[src/rtl/imem_loader_if.sv]
`default_nettype none
// ============================================================================
// Module      : imem_loader_if
// Description : Byte-stream and instruction-memory write bundle used by
//               imem_loader. The master side drives the byte stream and
//               observes the write port and status; the slave side is the
//               loader itself.
//               Signals:
//                 in_valid/in_data/in_last -> byte stream into the loader
//                 in_ready                 <- loader can accept a byte
//                 we/waddr/wdata           <- instruction-memory write port
//                 core_reset/done/err      <- boot status
//                 word_count               <- words written so far
//                 checksum                 <- sum of written words
//                                             (IMEM_LOADER_CHECKSUM_EN only)
// Optional    : IMEM_LOADER_CHECKSUM_EN adds the checksum signal.
// Revision    : 1.0 - initial release
// ============================================================================
interface imem_loader_if #(
  parameter int AW = 8
);
  logic          in_valid;
  logic [7:0]    in_data;
  logic          in_last;
  logic          in_ready;
  logic          we;
  logic [AW-1:0] waddr;
  logic [31:0]   wdata;
  logic          core_reset;
  logic          done;
  logic          err;
  logic [AW:0]   word_count;
`ifdef IMEM_LOADER_CHECKSUM_EN
  logic [31:0]   checksum;

  modport master (
    output in_valid, in_data, in_last,
    input  in_ready, we, waddr, wdata, core_reset, done, err, word_count,
           checksum
  );
  modport slave (
    input  in_valid, in_data, in_last,
    output in_ready, we, waddr, wdata, core_reset, done, err, word_count,
           checksum
  );
`else
  modport master (
    output in_valid, in_data, in_last,
    input  in_ready, we, waddr, wdata, core_reset, done, err, word_count
  );
  modport slave (
    input  in_valid, in_data, in_last,
    output in_ready, we, waddr, wdata, core_reset, done, err, word_count
  );
`endif
endinterface
`default_nettype wire

[src/rtl/imem_loader.sv]
`default_nettype none
// ============================================================================
// Module      : imem_loader
// Description : Boot-time instruction-memory writer. Packs a byte stream
//               (valid/ready) into 32-bit little-endian words, writes them to
//               consecutive word addresses and holds the core in reset until
//               the whole image is loaded.
//               Ports:
//                 clk    - system clock, rising edge
//                 reset  - asynchronous, active-low reset
//                 bus    - imem_loader_if.slave: byte stream in, write port,
//                          core_reset/done/err status and word_count out
// Parameters  : DEPTH - memory size in words (must equal 2**AW)
//               AW    - word-address width
// Optional    : IMEM_LOADER_CHECKSUM_EN adds a running 32-bit sum of all
//               written words on bus.checksum.
// Revision    : 1.0 - initial release
// ============================================================================
module imem_loader #(
  parameter int DEPTH = 256,
  parameter int AW    = 8
) (
  input  wire logic    clk,
  input  wire logic    reset,
  imem_loader_if.slave bus
);

  localparam logic [AW:0] FULL_CNT = (AW+1)'(DEPTH);

  typedef enum logic [1:0] {
    S_LOAD  = 2'd0,
    S_FLUSH = 2'd1,
    S_DONE  = 2'd2,
    S_ERROR = 2'd3
  } state_e;

  state_e      state_q, state_d;
  logic [1:0]  lane_q, lane_d;
  logic [AW:0] cnt_q, cnt_d;
  logic [31:0] asm_q, asm_d;
  logic [31:0] wdata_q, wdata_d;
  logic        we_q, we_d;
  logic        ready_q, ready_d;

  logic        xfer;
  logic        complete;
  logic [31:0] word;

  always_ff @(posedge clk or negedge reset) begin
    if (!reset) begin
      state_q <= S_LOAD;
      lane_q  <= 2'd0;
      cnt_q   <= '0;
      asm_q   <= 32'd0;
      wdata_q <= 32'd0;
      we_q    <= 1'b0;
      ready_q <= 1'b0;
    end else begin
      state_q <= state_d;
      lane_q  <= lane_d;
      cnt_q   <= cnt_d;
      asm_q   <= asm_d;
      wdata_q <= wdata_d;
      we_q    <= we_d;
      ready_q <= ready_d;
    end
  end

  always_comb begin
    xfer     = bus.in_valid & ready_q;
    // Earlier lanes already sit in asm_q; upper lanes are still zero there.
    word     = asm_q | ({24'd0, bus.in_data} << {lane_q, 3'b000});
    complete = xfer & ((lane_q == 2'd3) | bus.in_last);

    state_d = state_q;
    lane_d  = lane_q;
    asm_d   = asm_q;
    wdata_d = wdata_q;
    we_d    = 1'b0;
    // The pointer advances on the edge that ends the write cycle.
    cnt_d   = cnt_q + {{AW{1'b0}}, we_q};

    unique case (state_q)
      S_LOAD: begin
        if (xfer) begin
          if (complete) begin
            lane_d = 2'd0;
            asm_d  = 32'd0;
            // A short in_last word can complete while the previous word's
            // write is still in flight, so judge fullness on the count as it
            // will stand after that write.
            if (cnt_d == FULL_CNT) begin
              state_d = S_ERROR;
            end else begin
              we_d    = 1'b1;
              wdata_d = word;
              if (bus.in_last) begin
                state_d = S_FLUSH;
              end
            end
          end else begin
            lane_d = lane_q + 2'd1;
            asm_d  = word;
          end
        end
      end
      S_FLUSH: state_d = S_DONE;
      default: ; // DONE and ERROR hold until reset
    endcase

    ready_d = (state_d == S_LOAD);
  end

  assign bus.in_ready   = ready_q;
  assign bus.we         = we_q;
  assign bus.waddr      = cnt_q[AW-1:0];
  assign bus.wdata      = wdata_q;
  assign bus.core_reset = (state_q != S_DONE);
  assign bus.done       = (state_q == S_DONE);
  assign bus.err        = (state_q == S_ERROR);
  assign bus.word_count = cnt_q;

`ifdef IMEM_LOADER_CHECKSUM_EN
  logic [31:0] sum_q, sum_d;

  always_comb begin
    sum_d = sum_q;
    if (we_q) begin
      sum_d = sum_q + wdata_q;
    end
  end

  always_ff @(posedge clk or negedge reset) begin
    if (!reset) begin
      sum_q <= 32'd0;
    end else begin
      sum_q <= sum_d;
    end
  end

  assign bus.checksum = sum_q;
`endif

endmodule
`default_nettype wire

[src/flat_wrapper.sv]
// flat-port wrapper written by rule: the top's interface ports become plain ports
module imem_loader_flat 
#(
  parameter int DEPTH = 256,
  parameter int AW    = 8
)
  (clk, reset, bus_in_valid, bus_in_data, bus_in_last, bus_in_ready, bus_we, bus_waddr, bus_wdata, bus_core_reset, bus_done, bus_err, bus_word_count);
  imem_loader_if #(.AW(AW)) bus_i ();
  input  wire logic clk;
  input  wire logic reset;
  input wire logic [$bits(bus_i.in_valid)-1:0] bus_in_valid;
  input wire logic [$bits(bus_i.in_data)-1:0] bus_in_data;
  input wire logic [$bits(bus_i.in_last)-1:0] bus_in_last;
  output wire logic [$bits(bus_i.in_ready)-1:0] bus_in_ready;
  output wire logic [$bits(bus_i.we)-1:0] bus_we;
  output wire logic [$bits(bus_i.waddr)-1:0] bus_waddr;
  output wire logic [$bits(bus_i.wdata)-1:0] bus_wdata;
  output wire logic [$bits(bus_i.core_reset)-1:0] bus_core_reset;
  output wire logic [$bits(bus_i.done)-1:0] bus_done;
  output wire logic [$bits(bus_i.err)-1:0] bus_err;
  output wire logic [$bits(bus_i.word_count)-1:0] bus_word_count;
  assign bus_i.in_valid = bus_in_valid;
  assign bus_i.in_data = bus_in_data;
  assign bus_i.in_last = bus_in_last;
  assign bus_in_ready = bus_i.in_ready;
  assign bus_we = bus_i.we;
  assign bus_waddr = bus_i.waddr;
  assign bus_wdata = bus_i.wdata;
  assign bus_core_reset = bus_i.core_reset;
  assign bus_done = bus_i.done;
  assign bus_err = bus_i.err;
  assign bus_word_count = bus_i.word_count;
  imem_loader #(.DEPTH(DEPTH), .AW(AW)) u_core (.clk(clk), .reset(reset), .bus(bus_i));
endmodule
[config.mk]
export PLATFORM = sky130hd
export DESIGN_NAME = imem_loader_flat
export DESIGN_NICKNAME = d
export VERILOG_FILES = /design/src/rtl/imem_loader_if.sv /design/src/rtl/imem_loader.sv /design/src/flat_wrapper.sv
export SDC_FILE = /design/constraint.sdc
export NUM_CORES = 1
export LEC_CHECK = 0
export CAP_MARGIN = 20
export CORE_MARGIN = 10
export CORE_UTILIZATION = 56
export CTS_CLUSTER_SIZE = 20
export DETAILED_ROUTE_END_ITERATION = 10
export HOLD_SLACK_MARGIN = 0.03
export PLACE_DENSITY = 0.87
export RECOVER_POWER = 25
export SLEW_MARGIN = 20
export SYNTH_ARGS = -nofsm -noshare
export SYNTH_HDL_FRONTEND = slang
export SYNTH_SLANG_ARGS = --single-unit
[constraint.sdc]
create_clock -name clk -period 6.7 [get_ports clk]
set_clock_uncertainty 0.1 [all_clocks]
set_input_delay 1.005 -clock clk [delete_from_list [all_inputs] [get_ports clk]]
set_output_delay 1.005 -clock clk [all_outputs]
set_load 0.05 [all_outputs]
# Yosys cells after proc, flatten, opt, wreduce, memory -nomap -nowiden
# Index checks and enable logic that the tools add are counted.
# W data, S select, Z words.
# classes
add_sub_neg	2
multipliers	0
div_mod_pow	0
magnitude_cmp	0
eq_ne	6
n_shift	1
muxes	11
bitwise	5
reduce_logical	4
# op_table
op	n
$mux W32	1
$or A32 B32 Y32	1
$shl A8 B5 Y32	1
$mux W2	5
$add A9 B1 Y9	1
$eq A9 B9 Y1 const B	1
$eq A2 B2 Y1 const B	3
$logic_not A2 Y1	2
$mux W1	4
$pmux W2 S2	1
$reduce_and A4 Y1	1
$add A2 B1 Y2 const B	1
$and A1 B1 Y1	2
$eq A2 B1 Y1 const B	1
$ne A2 B2 Y1 const B	1
$reduce_and A2 Y1	1
$not A1 Y1	1
$or A1 B1 Y1	1
# word_totals
regBits	79
latchBits	0
mem_bits_rw	0
mem_bits_ro	0
memories	0

# Logic depth before layout (Yosys ltp)
# logic_depth
ltp_word	7
ltp_mapped	9

# Worst setup path after synthesis
# No wires, ideal clock.
# synth_timing
path_kind	reg2reg
start	reg u_core.cnt_q[0] (netlist: u_core.bus.word_count[0])
end	reg u_core.wdata_q[10] (netlist: u_core.bus.wdata[10])
setup_time_ns	0.127
arrival_ns	2.240
slack_ns	4.234
stages_incl_launch_ff	9
path_cell_list	dfrtp_1 > ha_1 > ha_1 > xor2_1 > or3_1 > a211oi_4 > a21oi_4 > buf_6 > a2bb2oi_2
# synth_between
elab_chain_cells	4
# synth_rtl
element	line_no	source
from (decl)	imem_loader.sv:39	logic [AW:0] cnt_q, cnt_d;
from (signal assigned)	imem_loader.sv:61	cnt_q <= cnt_d;
$add A9 B1 Y9	imem_loader.sv:81	cnt_d = cnt_q + {{AW{1'b0}}, we_q};
via u_core.cnt_d[2]	imem_loader.sv:39	
$eq A9 B9 Y1	imem_loader.sv:92	if (cnt_d == FULL_CNT) begin
$not A1 Y1 (no source line)	--	
$reduce_and A4 Y1 (no source line)	--	
to (signal assigned)	imem_loader.sv:63	wdata_q <= wdata_d;
to (decl)	imem_loader.sv:41	logic [31:0] wdata_q, wdata_d;
# The timed path passes the listed nets, and every way through them passes these cells.
# A chain may end at the register's enable or synchronous reset.

# Worst setup path in the final report
# layout_timing
start	in bus_in_valid
end	reg u_core.wdata_q[1] (netlist: u_core.bus.wdata[1])
# layout_between
elab_chain_cells	3
# layout_rtl
element	line_no	source
from (decl)	flat_wrapper.sv:11	input wire logic [$bits(bus_i.in_valid)-1:0] bus_in_valid;
$and A1 B1 Y1 (*)	imem_loader.sv:70	xfer = bus.in_valid & ready_q;
$and A1 B1 Y1	imem_loader.sv:73	complete = xfer & ((lane_q == 2'd3) | bus.in_last);
$reduce_and A4 Y1 (no source line) (*)	--	
# Every way passes the cells marked *; elsewhere a longest branch is shown, timed or not.

==> flow_summary.json <==
{
  "antenna_found_initial": 0,
  "synth_top_area_share_pct": 54.45,
  "relSlewSlack_pct": 36.12,
  "pre_cts_ws_ns": 3.416,
  "viasPerCell": 6.002,
  "clock-sinks": 79,
  "tritoncts": "yes",
  "crit_family": "compound AO/OA/AOI/OAI gates",
  "crit_path_cell_trace": "clkdlybuf4s50_1 -> and3_1 -> o21ai_2 -> a21oi_4 -> buf_4 -> a2bb2oi_1",
  "setup_slack_ns": 3.774,
  "cts.clk_slew.worst_paths_ns": 0.08,
  "cts_root_buf": "clkbuf_8",
  "wirelength_um": 8237,
  "vias": 2563,
  "timing.final.max_slew_violations": 0,
  "yosysMostFrequentCell": "dfrtp_1",
  "die_area_um2": 10100,
  "track_usage_pct": 16.42,
  "first_pass_iters": 4,
  "required_ns": 6.87,
  "die_width_um": 100.5,
  "htreeDepth": 3,
  "synth_area_leader_cell": "dfrtp_1",
  "fmax_mhz": 341.7,
  "start_kind": "primary input",
  "ir_drop_v": 0.0001497,
  "fin_nets": 360,
  "numCtsBuffers": 9,
  "die_height_um": 100.5,
  "p_total_mw": 0.8693,
  "r2r-start": "u_core.bus.word_count[0]$_DFF_PN0_",
  "hold_viol": 0,
  "drtAntennaViolNets": 0,
  "fill_cells": 451,
  "stdcell_area_um2": 4358,
  "core.rowCount": 29,
  "criticalPathCategory": "in2reg",
  "r2r_end": "u_core.bus.wdata[1]$_DFFE_PN0P_",
  "portBuffers": 65,
  "ys_types": 39,
  "synthTopCellsByCount": "dfrtp_1 (79), nor2_1 (36), a211oi_1 (32), a21oi_1 (32), a2bb2oi_2 (30)",
  "p_leak_nw": 1.983,
  "hold_depth": 2,
  "layout_worst_path_cycle_share_pct": 43.68,
  "synth_area_leaders": "dfrtp_1 (54%), a2bb2oi_2 (12%), a211oi_1 (6.6%), a21oi_1 (4.4%), nor2_1 (3.7%)",
  "first_global_vias": 2605,
  "syn_inst": 305,
  "synth_edf_count": 0,
  "cts_resized": 0,
  "path_buf_inv": 2,
  "worst_skew_pair.late_latency_ns": 0.35,
  "max_stage_delay_ns": 0.58,
  "post-route-util_pct": 69.03,
  "grt_pass1_wl_um": 13350,
  "hold_class": "reg2reg",
  "hpwl_um": 5478,
  "rsz0062_at_grt": "no",
  "hold_end": "u_core.asm_q[28]$_DFFE_PN0P_",
  "powerDensity_nw_per_um2": 199.5,
  "synthToLayoutAreaGrowth_pct": 20.02,
  "ff2ff_path_depth": 8,
  "setup_viol": 0,
  "hold_start": "u_core.asm_q[28]$_DFFE_PN0P_",
  "drive_gt1_share_pct": 15.43,
  "coreArea_um2": 6314,
  "status": "completed",
  "clockBufferDepth": 2,
  "yosys_register_bits": 79,
  "endpoint_kind": "flip-flop",
  "async_flop_share_pct": 100.0,
  "grt_max_degree": 80,
  "cp.arrival_ns": 3.09,
  "critPathMaxFanout": 18,
  "regToRegSetupSlack_ns": 3.89,
  "yosysWarnings": 0,
  "max_cap_viol_count": 0,
  "syn_nets": 320,
  "tns_ns": 0,
  "initialDrtViolationCount": 235,
  "multi_input_area_um2": 1396,
  "syn_avg_cell_area_um2": 11.90,
  "placed_area_um2": 4150,
  "gp_routability_congestion": 0.8665,
  "wl_per_cell_um": 19.29,
  "regArea_um2": 1977,
  "ys.flop_type": "dfrtp_1",
  "drcViolationCount": 0,
  "start_util_pct": 57.51,
  "fin_crit_ns": 2.926,
  "cts_setup_buffers": 0,
  "holdBufCountCts": 0,
  "grt.overflow.total": 0,
  "yosysSeqAreaShare_pct": 54.45,
  "cp_slowest_cell": "a21oi_4",
  "antenna-diode-count": 0,
  "top_level_ports": 66,
  "worstMarginPinSlew_ns": 0.9582,
  "synth_area_um2": 3631
}
==> where the power goes <==
part / leakage, nW / internal (mW) / total (mW) / switching, mW
clock network: 0.103 / 0.203 / 0.370 / 0.167
registers: 1.09 / 0.476 / 0.476 / 0
logic: 0.787 / 0.00602 / 0.0226 / 0.0166
==> worst min-delay path, cell delays in order (launching register included) <==
cell     delay [ns]
dfrtp_1        0.35
a21oi_1        0.04
nor2_1         0.07
==> logic make-up after synthesis <==
logic type               count (synthesis)  synth area share [%]
AO/OA/AOI/OAI                          106                 26.64
XOR/XNOR                                 9                 2.171
adder cells (fa/ha/maj)                  3                 1.034
buffers and inverters                   41                 7.030
flip-flops                              79                 54.45
AND/OR/NAND/NOR                         67                 8.684
==> cell usage in the layout, fill, tap and decap left out, drive strengths merged, types with 2 or more instances in the layout <==
| cell | n |
|---|---|
| dfrtp | 79 |
| and3 | 3 |
| nor2 | 36 |
| buf | 4 |
| xnor2 | 7 |
| clkbuf | 14 |
| a211oi | 33 |
| ha | 3 |
| o21ai | 2 |
| inv | 2 |
| nand2b | 2 |
| and2 | 4 |
| nand2 | 9 |
| nor3 | 2 |
| a21oi | 33 |
| nand3 | 5 |
| a2bb2oi | 32 |
| nor2b | 2 |
| xor2 | 2 |
| clkdlybuf4s50 | 64 |
==> worst max path at each step <==
| stage | from | to | slack, ns | cells after the start |
|---|---|---|---|---|
| 2_1_floorplan | u_core.bus.word_count[0]$_DFF_PN0_ | u_core.bus.wdata[10]$_DFFE_PN0P_ | 4.23 | 8 |
| 3_3_place_gp | bus_in_valid | u_core.bus.wdata[1]$_DFFE_PN0P_ | 3.54 | 6 |
| 3_5_place_dp | bus_in_valid | u_core.bus.wdata[1]$_DFFE_PN0P_ | 3.42 | 6 |
| 4_1_cts | bus_in_valid | u_core.bus.wdata[1]$_DFFE_PN0P_ | 3.78 | 6 |
| 5_1_grt | bus_in_valid | u_core.bus.wdata[1]$_DFFE_PN0P_ | 3.63 | 6 |
| 6_report | bus_in_valid | u_core.bus.wdata[1]$_DFFE_PN0P_ | 3.77 | 6 |
==> flip-flops by register name, summed over array words and instances, names as in the netlist <==
register / cells
u_core.asm_q: 32
u_core.bus.wdata: 32
u_core.bus.word_count: 9
u_core.lane_q: 2
u_core.state_q: 2
u_core.bus.in_ready: 1
u_core.bus.we: 1
==> per-stage QoR <==
step / hold WS [ns] / cells
after CTS: 0.4041 / 427
after floorplan: 0.3638 / 305
after detailed placement: 0.3848 / 411
after global placement: 0.3774 / 411
after global routing: 0.4166 / 427
final: 0.4006 / 427
==> metal layers <==
layer  GRT usage [%]  vias to the layer above  wire length [µm]
li1                -                     1163                 -
met1           20.92                     1274              3474
met2           25.42                      110              3890
met3           5.693                       16               732
met4           5.652                        0               140
met5               0                        -                 0
==> layout make-up <==
class,count,share of cell area (%)
clock buffer,14,3.962
multi-input combinational,185,32.04
timing repair buffer,68,15.39
tap,77,2.211
sequential,79,45.36
inverter,2,0.1723
clock inverter,2,0.8613
Power figures use the tool's default switching activity.
